$ cat src/rtl/mdu_seq_div.sv
// Restoring radix-2 sequential divider for RV32M DIV/DIVU/REM/REMU, one quotient bit per cycle.
// Optional macro MDU_DIV_EARLY_EXIT_EN: short-circuit |rs1| < |rs2| in PREP (same results, lower latency).
module mdu_seq_div #(
    parameter int unsigned XLEN = 32
) (
    input  logic            clk,
    input  logic            rst_n,
    input  logic            req_valid,
    output logic            req_ready,
    input  logic [2:0]      function3,
    input  logic [XLEN-1:0] rs1,
    input  logic [XLEN-1:0] rs2,
    input  logic            flush,
    output logic            resp_valid,
    input  logic            resp_ready,
    output logic [XLEN-1:0] mdu_result,
    output logic            busy
);
    localparam int unsigned CW = $clog2(XLEN);
    localparam logic [XLEN-1:0] MIN_NEG = {1'b1, {(XLEN-1){1'b0}}};

    typedef enum logic [2:0] {S_IDLE, S_PREP, S_ITER, S_FIX, S_DONE} state_t;

    state_t          state_q, state_d;
    logic [2:0]      f3_q, f3_d;
    logic [XLEN-1:0] op_a_q, op_a_d;
    logic [XLEN-1:0] op_b_q, op_b_d;
    logic [XLEN:0]   rem_q, rem_d;
    logic [XLEN-1:0] quo_q, quo_d;
    logic [CW-1:0]   cnt_q, cnt_d;
    logic            qneg_q, qneg_d;
    logic            rneg_q, rneg_d;
    logic [XLEN-1:0] result_q, result_d;

    logic            signed_op, a_neg, b_neg, special;
    logic [XLEN-1:0] abs_a, abs_b, q_fix, r_fix;
    logic [XLEN:0]   shifted;
    logic [XLEN+1:0] trial;

    always_ff @(posedge clk or negedge rst_n) begin
        if (!rst_n) begin
            state_q  <= S_IDLE;
            f3_q     <= '0;
            op_a_q   <= '0;
            op_b_q   <= '0;
            rem_q    <= '0;
            quo_q    <= '0;
            cnt_q    <= '0;
            qneg_q   <= 1'b0;
            rneg_q   <= 1'b0;
            result_q <= '0;
        end else begin
            state_q  <= state_d;
            f3_q     <= f3_d;
            op_a_q   <= op_a_d;
            op_b_q   <= op_b_d;
            rem_q    <= rem_d;
            quo_q    <= quo_d;
            cnt_q    <= cnt_d;
            qneg_q   <= qneg_d;
            rneg_q   <= rneg_d;
            result_q <= result_d;
        end
    end

    always_comb begin
        state_d  = state_q;
        f3_d     = f3_q;
        op_a_d   = op_a_q;
        op_b_d   = op_b_q;
        rem_d    = rem_q;
        quo_d    = quo_q;
        cnt_d    = cnt_q;
        qneg_d   = qneg_q;
        rneg_d   = rneg_q;
        result_d = result_q;
        special  = 1'b0;

        signed_op = ~f3_q[0];
        a_neg     = signed_op & op_a_q[XLEN-1];
        b_neg     = signed_op & op_b_q[XLEN-1];
        abs_a     = a_neg ? -op_a_q : op_a_q;
        abs_b     = b_neg ? -op_b_q : op_b_q;

        // op_b_q holds the divisor magnitude during ITER; quo_q shifts the dividend out as quotient bits enter
        shifted = {rem_q[XLEN-1:0], quo_q[XLEN-1]};
        trial   = {1'b0, shifted} - {2'b00, op_b_q};
        q_fix   = qneg_q ? -quo_q : quo_q;
        r_fix   = rneg_q ? -rem_q[XLEN-1:0] : rem_q[XLEN-1:0];

        case (state_q)
            S_IDLE: begin
                if (req_valid) begin
                    f3_d    = function3;
                    op_a_d  = rs1;
                    op_b_d  = rs2;
                    state_d = S_PREP;
                end
            end
            S_PREP: begin
                state_d = S_ITER;
                cnt_d   = '0;
                rem_d   = '0;
                quo_d   = abs_a;
                op_b_d  = abs_b;
                qneg_d  = a_neg ^ b_neg;
                rneg_d  = a_neg;
                if (!f3_q[2]) begin
                    special = 1'b1;
                    quo_d   = '0;
                    rem_d   = '0;
                end else if (op_b_q == '0) begin
                    special = 1'b1;
                    quo_d   = '1;
                    rem_d   = {1'b0, op_a_q};
                end else if (signed_op && op_a_q == MIN_NEG && op_b_q == '1) begin
                    special = 1'b1;
                    quo_d   = MIN_NEG;
                    rem_d   = '0;
                end
`ifdef MDU_DIV_EARLY_EXIT_EN
                else if (abs_a < abs_b) begin
                    special = 1'b1;
                    quo_d   = '0;
                    rem_d   = {1'b0, op_a_q};
                end
`endif
                // Preset results are already in final signed form, so FIX must not negate them
                if (special) begin
                    qneg_d  = 1'b0;
                    rneg_d  = 1'b0;
                    state_d = S_FIX;
                end
            end
            S_ITER: begin
                rem_d = trial[XLEN+1] ? shifted : trial[XLEN:0];
                quo_d = {quo_q[XLEN-2:0], ~trial[XLEN+1]};
                cnt_d = cnt_q + CW'(1);
                if (cnt_q == CW'(XLEN-1)) begin
                    state_d = S_FIX;
                end
            end
            S_FIX: begin
                result_d = f3_q[1] ? r_fix : q_fix;
                state_d  = S_DONE;
            end
            S_DONE: begin
                if (resp_ready) begin
                    state_d = S_IDLE;
                end
            end
            default: state_d = S_IDLE;
        endcase

        if (flush && state_q != S_IDLE) begin
            state_d = S_IDLE;
        end
    end

    assign req_ready  = (state_q == S_IDLE);
    assign resp_valid = (state_q == S_DONE);
    assign busy       = (state_q != S_IDLE);
    assign mdu_result = result_q;

endmodule

$ cat config.mk
export PLATFORM = sky130hd
export DESIGN_NAME = mdu_seq_div
export DESIGN_NICKNAME = d
export VERILOG_FILES = /design/src/rtl/mdu_seq_div.sv
export SDC_FILE = /design/constraint.sdc
export NUM_CORES = 1
export LEC_CHECK = 0
export BUFFER_PORTS_ARGS = -buffer_cell sky130_fd_sc_hd__buf_2
export CORE_MARGIN = 2
export CORE_UTILIZATION = 24
export CTS_CLUSTER_SIZE = 30
export DETAILED_ROUTE_END_ITERATION = 12
export PLACE_DENSITY = 0.4
export SYNTH_ARGS = -nofsm -noshare
export SYNTH_HDL_FRONTEND = slang
export SYNTH_SLANG_ARGS = --single-unit
$ cat constraint.sdc
create_clock -name clk -period 3.2 [get_ports clk]
set_clock_uncertainty 0.1 [all_clocks]
set_input_delay 0.96 -clock clk [delete_from_list [all_inputs] [get_ports clk]]
set_output_delay 0.96 -clock clk [all_outputs]
set_load 0.01 [all_outputs]
======== Yosys cells after proc, flatten, opt, wreduce, memory -nomap -nowiden ========
Index checks and enable logic that the tools add are counted.
operators by class
  add/subtract/negate cells ............... 6
  multiply operators ...................... 0
  div/mod/pow operators ................... 0
  magnitude comparators ................... 0
  equality and inequality tests ........... 12
  shift-type cells ........................ 0
  muxes and demuxes ....................... 28
  bitwise operators ....................... 5
  reduce and logical (&&, ||, !) cells .... 11
operators with widths
  kind                    count
  $mux W32                12
  $pmux W32 S2            3
  $neg A32 Y32            4
  $eq A32 B32 Y1 const B  2
  $sub A33 B32 Y34        1
  $logic_not A32 Y1       1
  $pmux W3 S5             1
  $mux W3                 4
  $pmux W5 S2             1
  $mux W1                 7
  $eq A3 B2 Y1 const B    2
  $reduce_and A3 Y1       2
  $add A5 B1 Y5 const B   1
  $eq A5 B5 Y1 const B    1
  $ne A2 B2 Y1 const B    2
  $reduce_bool A2 Y1      2
  $eq A3 B1 Y1 const B    1
  $eq A3 B3 Y1 const B    1
  $logic_and A1 B1 Y1     3
  $logic_not A3 Y1        1
  $ne A3 B1 Y1 const B    1
  $ne A3 B2 Y1 const B    1
  $ne A3 B3 Y1 const B    1
  $reduce_bool A3 Y1      1
  4 further kinds         6
word-level totals
  register bits after elaboration ......... 173
  latch bits .............................. 0
  bits in writable memories ............... 0
  ROM bits ................................ 0
  output and inout bits ................... 35
  word-level logic and storage cells ...... 72
  memories ................................ 0

======== Longest topological paths before layout ========
Gate-level depths: netlist (run 1).
  depth after elaboration ................. 10
  mapped depth ............................ 14
  depth with buffers taken out ............ 11

======== Worst setup path after synthesis (run 1) ========
No wires, ideal clock.
  path type ............................... register to register
  from .................................... reg op_b_q[10]
  to ...................................... reg rem_q[30]
  arrival ................................. 2875 ps
  required time ........................... 2970 ps
  slack ................................... 95 ps
  cell stages (with the launch flop) ...... 13
  clock period less this slack ............ 3105 ps
  cell sequence ........................... dfrtp_1 -> inv_1 -> ha_1 -> a21oi_1 -> o211ai_1 -> a211o_1 -> o211a_1 -> a21o_1 -> or3_1 -> clkbuf_1 -> buf_1 -> o32ai_1 -> a21oi_1
on the way
  longest elaborated chain between the ends .. 4
RTL lines
  item                                                                      RTL line  text
  start: declaration                                                        27        logic [XLEN-1:0] op_b_q, op_b_d;
  start signal: assignment                                                  56        op_b_q <= op_b_d;
  parallel branches: the longest is 3 deep, another holds $sub A33 B32 Y34  --
  $pmux W32 S2 (*)                                                          91        case (state_q)
  end signal: assignment                                                    57        rem_q <= rem_d;
  end: declaration                                                          28        logic [XLEN:0] rem_q, rem_d;
Every way passes the cells marked *.
A chain may end at the register's enable or synchronous reset.

======== Worst setup path in the final report (run 1) ========
  from .................................... reg quo_q[21]
  to ...................................... reg result_q[31], in the netlist mdu_result[31]
on the way
  longest elaborated chain between the ends .. 3
RTL lines
  item                      RTL line  text
  start: declaration        29        logic [XLEN-1:0] quo_q, quo_d;
  start signal: assignment  58        quo_q <= quo_d;
  $neg A32 Y32              88        q_fix = qneg_q ? -quo_q : quo_q;
  $mux W32                  88
  $mux W32                  144       result_d = f3_q[1] ? r_fix : q_fix;
  end signal: assignment    62        result_q <= result_d;
  end: declaration          33        logic [XLEN-1:0] result_q, result_d;
No other way between the ends.

==> impl_metrics.tcl, run 1 <==
set metrics [dict create \
    status "finished clean" \
    syn_inst 1499 \
    p_clk_frac 0.127 \
    grt_max_degree 67 \
    place_hpwl_um 38400 \
    arrival_ps 3340 \
    synth-seq-cells 173 \
    fp.coreArea_um2 50400 \
    firstDrtPassIters 6 \
    cp_max_fo 4 \
    grt_pass1_vias 11800 \
    yosysWarnings 0 \
    gr-total-overflow 0 \
    period_share 0.961 \
    end_kind "flip-flop" \
    gr-usage-all-layers 0.189 \
    area_delta_synth_final_pct 23.6 \
    drtAntennaViolNets 0 \
    power_switching_w 0.00918 \
    fp.dieW_um 230 \
    cp_slowest_cell "or4_1" \
    synth_area_um2 12300 \
    nNetsFinal 1782 \
    layout_setup_ws_ps 126 \
    period_needed_ps 3070 \
    synth_compound_area_frac 0.251 \
    synth-xor-area-share 0.0791 \
    path_class "flip-flop to flip-flop" \
    finalInstanceArea_um2 15200 \
    clk_latency_ps 500 \
    cts_hold_buffers 0 \
    ys.flop_type "dfrtp_1" \
    worst_pin_slew_ps 1060 \
    yosysTopAreaCell "dfrtp_1" \
    cts.sink_count 173 \
    synthMuxAreaShare 0.0180 \
    maxCapViolations 0 \
    routedWlPerCell_um 20.9 \
    antennaDiodeCount 0 \
    synth_top_family_by_area "compound AO/OA/AOI/OAI gates" \
    wl_um 49100 \
    ys_top_cells_by_area "dfrtp_1 (35%), nand2_1 (7.7%), o21ai_0 (4.6%)" \
    synth.distinct_cells 73 \
    pre_cts_slack_ps -35.4 \
    antenna_found_initial 0 \
    comb_power_share 0.636 \
    async_reset_ff_frac 1.00 \
    syn-num-nets 1611 \
    final_core_util 0.301 \
    p_int_w 0.00922 \
    gp_congestion 0.844 \
    hold_class "input port to asynchronous set/reset pin" \
    cts_tree "built" \
    die_y_um 230 \
    syn_avg_cell_area_um2 8.20 \
    multiInputGateArea_um2 7470 \
    vias_per_cell 5.12 \
    yosys.area_share.simple 0.211 \
    die_area_um2 53000 \
    start_util 0.244 \
    startpoint_type "flip-flop" \
    ir_worst_vdd_v 0.000549 \
    hold_violations 0 \
    synth_fa_ha_area_frac 0.0413 \
    ioPinCount 107 \
    drtIter0Drc 855 \
    cts_made_buffers 17 \
    path_cells "or3_1 > or3_1 > or4_1 > or4_1 > o31ai_4 > xnor2_1 > o211ai_2" \
    seq_power_share 0.237 \
    rows 82 \
    crit_path_max_incr_delay_ps 520 \
    vias 12100 \
    drc 0 \
    cts_max_level 4 \
    grt_pass1_wl_um 75300 \
    power_leakage_nw 6.74 \
    yosysSeqAreaShare 0.352 \
    port_buffers 106 \
    relSlewSlack 0.290 \
    switching_share 0.499 \
    fmax_mhz 325 \
    placed_cell_area_um2 14500 \
    clkSlewWorstSetupHoldPaths_ps 70 \
    setup-violations-final 0 \
    clk_path_buf_depth 2 \
    nFillCells 5379 \
    seq_area_um2 4330 \
    cp.required_ps 3460 \
    synth_top_area_frac 0.352 \
    tns_ps 0 \
    drive_above_1_share 0.190 \
    synth_edf_count 0 \
    clock_tree.root_cell "clkbuf_16" \
    cellPowerDensity_nw_per_um2 1210 \
    final-max-slew-violation-count 0 \
]
layer usage:
layer | vias up | GRT usage | part of all wire
met5 | - | 0 | 0
met1 | 5927 | 0.271 | 0.49
li1 | 5831 | - | -
met4 | 0 | 0.0619 | 0.024
met2 | 259 | 0.287 | 0.45
met3 | 49 | 0.0295 | 0.035
cell usage in the layout (no fill, tap or decap), types with 10 or more instances in the layout:
master | synthesis | layout
clkbuf_16 | 0 | 17
or3_1 | 31 | 29
inv_1 | 51 | 50
nand2b_1 | 11 | 11
ha_1 | 39 | 38
nand2_1 | 252 | 252
a31oi_1 | 14 | 14
mux2i_1 | 21 | 21
a221o_1 | 54 | 54
a21o_1 | 23 | 23
xor2_1 | 55 | 55
o31ai_1 | 35 | 34
o21ai_1 | 15 | 16
a21oi_1 | 102 | 101
or4_1 | 12 | 11
o41ai_1 | 15 | 15
a211oi_1 | 12 | 11
xnor2_1 | 56 | 56
nor2_1 | 63 | 61
nor3_1 | 46 | 46
dfrtp_1 | 173 | 171
nor4_1 | 13 | 10
nand3_1 | 33 | 33
buf_4 | 0 | 140
nand4_1 | 21 | 21
buf_2 | 2 | 105
a22oi_1 | 13 | 13
o21ai_0 | 112 | 111
and3_1 | 22 | 22
final timing paths:
path	start	endpoint	slack [ps]	cells after the start
min reg2reg	mdu_result[12]$_DFFE_PN0N_	mdu_result[12]$_DFFE_PN0N_	370	2
min in group clk	mdu_result[12]$_DFFE_PN0N_	mdu_result[12]$_DFFE_PN0N_	370	2
max reg2reg	quo_q[21]$_DFFE_PN0P_	mdu_result[31]$_DFFE_PN0N_	130	7
max in group asynchronous	rst_n	op_a_q[10]$_DFFE_PN0P_	2090	2
max	quo_q[21]$_DFFE_PN0P_	mdu_result[31]$_DFFE_PN0N_	130	7
min	rst_n	mdu_result[2]$_DFFE_PN0N_	190	1
cell families (layout without fill, tap and decap cells):
group                    Yosys count  count (layout)
XOR/XNOR                         111             111
flip-flops                       173             173
AO/OA/AOI/OAI                    458             458
buffers and inverters            152             336
AND/OR/NAND/NOR                  543             543
adder cells (fa/ha/maj)           40              40
multiplexers                      22              22
power groups by stage:
stage / logic [W] / registers (W) / clock network (W)
floorplan: 0.00732 / 0.00403 / 0
global placement: 0.0115 / 0.00438 / 0
detailed placement: 0.0115 / 0.00440 / 0
CTS: 0.0116 / 0.00436 / 0.00242
global route: 0.0129 / 0.00448 / 0.00249
finish: 0.0117 / 0.00437 / 0.00234
stage by stage:
step	instances	hold slack, ps	total power, W
6_report	2355	193	0.0184
3_5_place_dp	2321	366	0.0159
5_1_grt	2355	171	0.0199
2_1_floorplan	1499	349	0.0114
3_3_place_gp	2321	356	0.0159
4_1_cts	2353	156	0.0184
Yosys cell counts, types with 4 or more instances:
library cell  number
a211oi_1          12
a21boi_0           4
a21o_1            23
a21oi_1          102
a221o_1           54
a22oi_1           13
a31oi_1           14
and2_1             5
and3_1            22
buf_1              6
clkbuf_1          92
dfrtp_1          173
ha_1              39
inv_1             51
mux2i_1           21
nand2_1          252
nand2b_1          11
nand3_1           33
nand4_1           21
nor2_1            63
nor2b_1            8
nor3_1            46
nor3b_1            5
nor4_1            13
o211ai_1           8
o21a_1             6
o21ai_0          112
o21ai_1           15
o221ai_1           4
o22ai_1            7
o31ai_1           35
o41ai_1           15
or3_1             31
or4_1             12
xnor2_1           56
xor2_1            55
worst max-delay path, delay by kind of cell (launching register included):
family / cells / cell delay, ps
xor gates and xnor gates: 1 / 180
AOI/OAI and AO/OA: 2 / 360
DFF: 1 / 450
and+or+nand+nor: 4 / 1870
flip-flops by register name, summed over array words and instances (netlist names):
name / flops
op_a_q: 32
quo_q: 32
op_b_q: 32
state_q: 3
rem_q: 32
f3_q: 3
rneg_q: 1
mdu_result: 32
qneg_q: 1
cnt_q: 5
timing repair:
item	CTS	global route
setup endpoints to repair	1	63
resized for setup	2	15
setup buffers	0	2
pin swaps	0	2
endpoints found under the hold margin	0	0
layout make-up:
type	instances	area share
Inverter	51	0.0126
Tap cell	672	0.0554
Sequential cell	173	0.285
Timing Repair Buffer	253	0.114
Clock inverter	12	0.0122
Multi-Input combinational cell	1174	0.492
Clock buffer	20	0.0288
(Power assumes the default switching activity.)
==> run 2: changes to the inputs <==
--- a/config.mk
+++ b/config.mk
@@ -7,10 +7,10 @@
 export LEC_CHECK = 0
 export BUFFER_PORTS_ARGS = -buffer_cell sky130_fd_sc_hd__buf_2
 export CORE_MARGIN = 2
-export CORE_UTILIZATION = 24
+export CORE_UTILIZATION = 30
 export CTS_CLUSTER_SIZE = 30
 export DETAILED_ROUTE_END_ITERATION = 12
-export PLACE_DENSITY = 0.4
+export PLACE_DENSITY = 0.47
 export SYNTH_ARGS = -nofsm -noshare
 export SYNTH_HDL_FRONTEND = slang
 export SYNTH_SLANG_ARGS = --single-unit
==> constraint.sdc (replaced) <==
create_clock -name clk -period 3.2 [get_ports clk]
set_clock_uncertainty 0.1 [all_clocks]
set_input_delay 0.32 -clock clk [delete_from_list [all_inputs] [get_ports clk]]
set_output_delay 0.32 -clock clk [all_outputs]
set_load 0.01 [all_outputs]
==> impl_metrics.tcl, run 2 (synthesis results as in run 1) <==
set metrics [dict create \
    fp.dieW_um 206 \
    p_int_w 0.00886 \
    hold_depth 2 \
    p_total_w 0.0178 \
    port_buffers 106 \
    power_switching_w 0.00889 \
    antennaDiodeCount 0 \
    arrival_ps 3340 \
    tns_ps 0 \
    clk_latency_ps 450 \
    setup-violations-final 0 \
    cp_slowest_cell "dfrtp_1" \
    final-max-slew-violation-count 0 \
    relSlewSlack 0.377 \
    start_util 0.302 \
    gp_congestion 0.882 \
    final_common_cell "nand2_1" \
    period_share 0.970 \
    cp_max_fo 10 \
    cts_made_buffers 17 \
    rr_worst_depth 10 \
    drtAntennaViolNets 0 \
    p_clk_frac 0.123 \
    clk_path_buf_depth 2 \
    vias 12200 \
    rsz0062_at_grt "true" \
    worst_pin_slew_ps 935 \
    cts_max_level 4 \
    path_buf_inv 1 \
    reg2reg_slack_ps 90 \
    vias_per_cell 5.44 \
    nFillCells 4175 \
    seq_power_share 0.242 \
    crit_family "compound AO/OA/AOI/OAI gates" \
    cp.required_ps 3430 \
    drc 0 \
    path_class "flip-flop to flip-flop" \
    rows 74 \
    antenna_found_initial 0 \
    routedWlPerCell_um 20.3 \
    die_y_um 206 \
    end_kind "flip-flop" \
    nNetsFinal 1810 \
    clkSlewWorstSetupHoldPaths_ps 70 \
    cellPowerDensity_nw_per_um2 1160 \
    gr-total-overflow 0 \
    cpMostUsedCell "a21oi_1" \
    multiInputGateArea_um2 7460 \
    grt_pass1_wl_um 70000 \
    grt_max_degree 87 \
    comb_power_share 0.635 \
    ioPinCount 107 \
    die_area_um2 42600 \
    switching_share 0.501 \
    fp.coreArea_um2 40600 \
    crit_path_max_incr_delay_ps 450 \
    drtIter0Drc 862 \
    area_delta_synth_final_pct 24.5 \
    place_hpwl_um 34800 \
    drive_above_1_share 0.169 \
    ir_worst_vdd_v 0.000669 \
    period_needed_ps 3110 \
    wl_um 45500 \
    cts_tree "built" \
    final_cell_mix "nand2_1 (252), dfrtp_1 (173), o21ai_0 (112), buf_4 (110), buf_2 (106)" \
    status "finished clean" \
    maxCapViolations 0 \
    clock_tree.root_cell "clkbuf_16" \
    cts.sink_count 173 \
    startpoint_type "flip-flop" \
    power_leakage_nw 6.84 \
    hold_violations 0 \
    grt_pass1_vias 11600 \
    seq_area_um2 4330 \
    hold_class "input port to flip-flop" \
    gr-usage-all-layers 0.216 \
    firstDrtPassIters 5 \
    path_depth 10 \
    fmax_mhz 322 \
    path_cells "ha_1 > a21oi_1 > o21ai_0 > a211o_1 > o211a_1 > a21o_1 > or3_4 > buf_4 > o32ai_1 > a21oi_1" \
]
==> run 2: worst register-to-register path, stage by stage (launching register included) <==
cell and delay, ps:
dfrtp_1 450, ha_1 400, a21oi_1 210, o21ai_0 170, a211o_1 310, o211a_1 260, a21o_1 200, or3_4 360
buf_4 200, o32ai_1 270, a21oi_1 70
==> run 2: metrics by stage <==
stage	instances	instance area [µm²]	util	hold WS, ps	worst slack, ps
detailed placement	2149	14000	0.345	247	23.2
global route	2242	15300	0.376	3.55	-9.14
finish	2242	15300	0.376	15.6	94.6
floorplan	1499	12300	-	-75.6	95.1
global placement	2149	14000	0.345	246	64.8
CTS	2237	15200	0.374	1.58	67.0
==> run 2: final timing paths <==
kind / from / end
setup / recovery: rem_q[15]$_DFFE_PN0P_ / rem_q[30]$_DFFE_PN0P_
hold / removal: rs2[13] / op_b_q[13]$_DFFE_PN0P_
setup reg to reg: rem_q[15]$_DFFE_PN0P_ / rem_q[30]$_DFFE_PN0P_
hold reg to reg: mdu_result[19]$_DFFE_PN0N_ / mdu_result[19]$_DFFE_PN0N_
max in group asynchronous: rst_n / op_b_q[25]$_DFFE_PN0P_
min in group asynchronous: rst_n / mdu_result[9]$_DFFE_PN0N_
==> run 2: area by class of cell <==
| cell class | instances | area share |
|---|---|---|
| repair buffers | 281 | 0.135 |
| inverters | 51 | 0.0125 |
| well taps | 532 | 0.0435 |
| clock inverters | 14 | 0.0102 |
| clock buffers | 17 | 0.0278 |
| flip-flops and latches | 173 | 0.283 |
| multi-input cells | 1174 | 0.488 |
==> run 2: power groups by stage <==
stage / registers (W) / clock network, W / logic (W)
after global placement: 0.00431 / 0 / 0.0110
after floorplan: 0.00403 / 0 / 0.00732
after CTS: 0.00429 / 0.00223 / 0.0111
final: 0.00430 / 0.00218 / 0.0113
after global routing: 0.00443 / 0.00231 / 0.0124
after detailed placement: 0.00432 / 0 / 0.0110
==> run 2: metal layers <==
layer | up-vias | routed length, µm | global-route usage
li1 | 5878 | - | -
met1 | 5936 | 21300 | 0.301
met2 | 342 | 21000 | 0.347
met3 | 35 | 2480 | 0.0375
met4 | 0 | 725 | 0.0487
met5 | - | 0 | 0
==> run 2: repair_timing <==
action                                  in CTS  in global routing
endpoints found under the setup margin       1                 35
endpoints found under the hold margin      112                  0
buffers inserted                             0                  4
resized for setup                            1                 14
gates cloned                                 0                  1
pin swaps                                    0                  2
hold buffers                                57                  0
==> run 3: changes to the inputs <==
==> constraint.sdc (replaced) <==
create_clock -name clk -period 2.8 [get_ports clk]
set_clock_uncertainty 0.1 [all_clocks]
set_input_delay 0.28 -clock clk [delete_from_list [all_inputs] [get_ports clk]]
set_output_delay 0.28 -clock clk [all_outputs]
set_load 0.01 [all_outputs]
==> impl_metrics.tcl, run 3 (synthesis results as in run 1) <==
set metrics [dict create \
    gr-usage-all-layers 0.238 \
    met3_usage 0.0348 \
    fp.dieW_um 206 \
    die_area_um2 42600 \
    firstDrtPassIters 5 \
    path_buf_inv 0 \
    power_leakage_nw 8.16 \
    area_delta_synth_final_pct 49.7 \
    rows 74 \
    final_cells 2462 \
    drtIter0Drc 838 \
    tns_ps -6750 \
    drc 0 \
    clock_tree.root_cell "clkbuf_16" \
    cellPowerDensity_nw_per_um2 1350 \
    final_common_cell "buf_4" \
    nNetsFinal 2029 \
    cts.sink_count 173 \
    nFillCells 3905 \
    die_y_um 206 \
    hold_class "input port to flip-flop" \
    violations "negative setup slack" \
    clkSlewWorstSetupHoldPaths_ps 90 \
    end_kind "flip-flop" \
    cts_max_level 4 \
    status "finished with violations" \
    clk_latency_ps 460 \
    crit_path_max_incr_delay_ps 540 \
    fp.coreArea_um2 40600 \
    fmax_mhz 327 \
    path_cells "or4_4 > or3_4 > or4_4 > or3_4 > o31ai_4 > xor2_1 > o221ai_1" \
    path_class "flip-flop to flip-flop" \
    period_needed_ps 3060 \
    period_share 1.09 \
    antenna_found_initial 0 \
    gp_congestion 0.925 \
    gr-total-overflow 0 \
    ir_worst_vdd_v 0.000591 \
    wl_um 50300 \
    placed_cell_area_um2 15500 \
    grt_util_met1 0.321 \
    ioPinCount 107 \
    start_util 0.302 \
    place_hpwl_um 37400 \
    cts_made_buffers 17 \
    cp_slowest_cell "or4_4" \
    use_met2 0.393 \
    pre_cts_slack_ps -319 \
    vias_per_cell 5.38 \
    relSlewSlack 0.445 \
    drive_above_1_share 0.342 \
    maxCapViolations 0 \
    cp_max_fo 7 \
    hold_violations 0 \
    vias 13200 \
    arrival_ps 3270 \
    worst_pin_slew_ps 830 \
    final_cell_mix "buf_4 (287), nand2_1 (243), dfrtp_1 (172), buf_2 (105), o21ai_0 (87)" \
    top_usage_layer "met2" \
    rsz0062_at_grt "true" \
    port_buffers 106 \
    drtAntennaViolNets 0 \
    setup-violations-final 72 \
    cp.required_ps 3010 \
    grt_pass1_wl_um 77100 \
    startpoint_type "flip-flop" \
    clk_path_buf_depth 2 \
    cts_tree "built" \
    grt_pass1_vias 13100 \
    antennaDiodeCount 0 \
    dp_cells 2330 \
    finalInstanceArea_um2 18400 \
    final-max-slew-violation-count 0 \
    crit_family "simple AND/OR/NAND/NOR gates" \
    layout_setup_ws_ps -260 \
    routedWlPerCell_um 20.4 \
    grt_max_degree 69 \
]
==> run 3: changes by cell type in the layout (fill, tap and decap cells not counted), sizes merged <==
cell	before	now
dlygate4sd3	57	65
clkbuf	17	18
clkinv	4	8
inv	59	58
bufinv	2	0
buf	224	434
==> run 3: per-stage QoR <==
stage / utilization / hold slack (ps) / total power (W)
floorplan: - / -116 / 0.0131
global placement: 0.381 / 161 / 0.0196
detailed placement: 0.381 / 163 / 0.0197
CTS: 0.436 / 1.48 / 0.0239
global route: 0.452 / 6.85 / 0.0267
finish: 0.452 / 9.90 / 0.0248
==> run 3: final cells by class <==
| type | count | area (µm²) | share of cell area |
|---|---|---|---|
| well taps | 532 | 666 | 0.0362 |
| flip-flops and latches | 173 | 4330 | 0.235 |
| clock buffers | 17 | 425 | 0.0231 |
| multi-input cells | 1174 | 8590 | 0.467 |
| repair buffers | 500 | 4010 | 0.218 |
| inverters | 51 | 191 | 0.0104 |
| clock inverters | 15 | 176 | 0.00959 |
==> run 3: what timing repair did <==
action	CTS	global route
setup endpoints to repair	89	93
setup buffers	18	17
resized for setup	161	114
hold endpoints to repair	104	0
pin swaps	43	58
hold buffers	65	0
gates cloned	6	1
==> run 3: power by group <==
part / switching, W / internal (W)
Sequential: 0.000995 / 0.00355
Clock: 0.00127 / 0.00121
Combinational: 0.00981 / 0.00801
Total: 0.0121 / 0.0128
==> run 3: worst reg2reg max path, delay by kind of cell, from the launching register on <==
family	cells	cell delay, ps
AO/OA/AOI/OAI	2	360
XOR/XNOR	1	210
flip-flops	1	380
AND/OR/NAND/NOR	4	1850
==> run 3: path summary, 6_finish.rpt <==
kind                                                 start                          to  slack [ps]  depth (start not counted)
worst min register to register  mdu_result[19]$_DFFE_PN0N_  mdu_result[19]$_DFFE_PN0N_         370                          2
worst min-delay path                               rs1[13]      op_a_q[13]$_DFFE_PN0P_          10                          3
max in group asynchronous                            rst_n       quo_q[10]$_DFFE_PN0P_        1600                          3
min in group asynchronous                            rst_n      op_b_q[17]$_DFFE_PN0P_         230                          2
worst max register to register        quo_q[6]$_DFFE_PN0P_  mdu_result[23]$_DFFE_PN0N_        -260                          7
worst max-delay path                  quo_q[6]$_DFFE_PN0P_  mdu_result[23]$_DFFE_PN0N_        -260                          7
==> run 3: metal layers <==
| metal | share of wire | vias to the layer above |
|---|---|---|
| li1 | - | 6322 |
| met1 | 0.45 | 6511 |
| met2 | 0.48 | 354 |
| met3 | 0.048 | 62 |
| met4 | 0.027 | 0 |
| met5 | 0 | - |
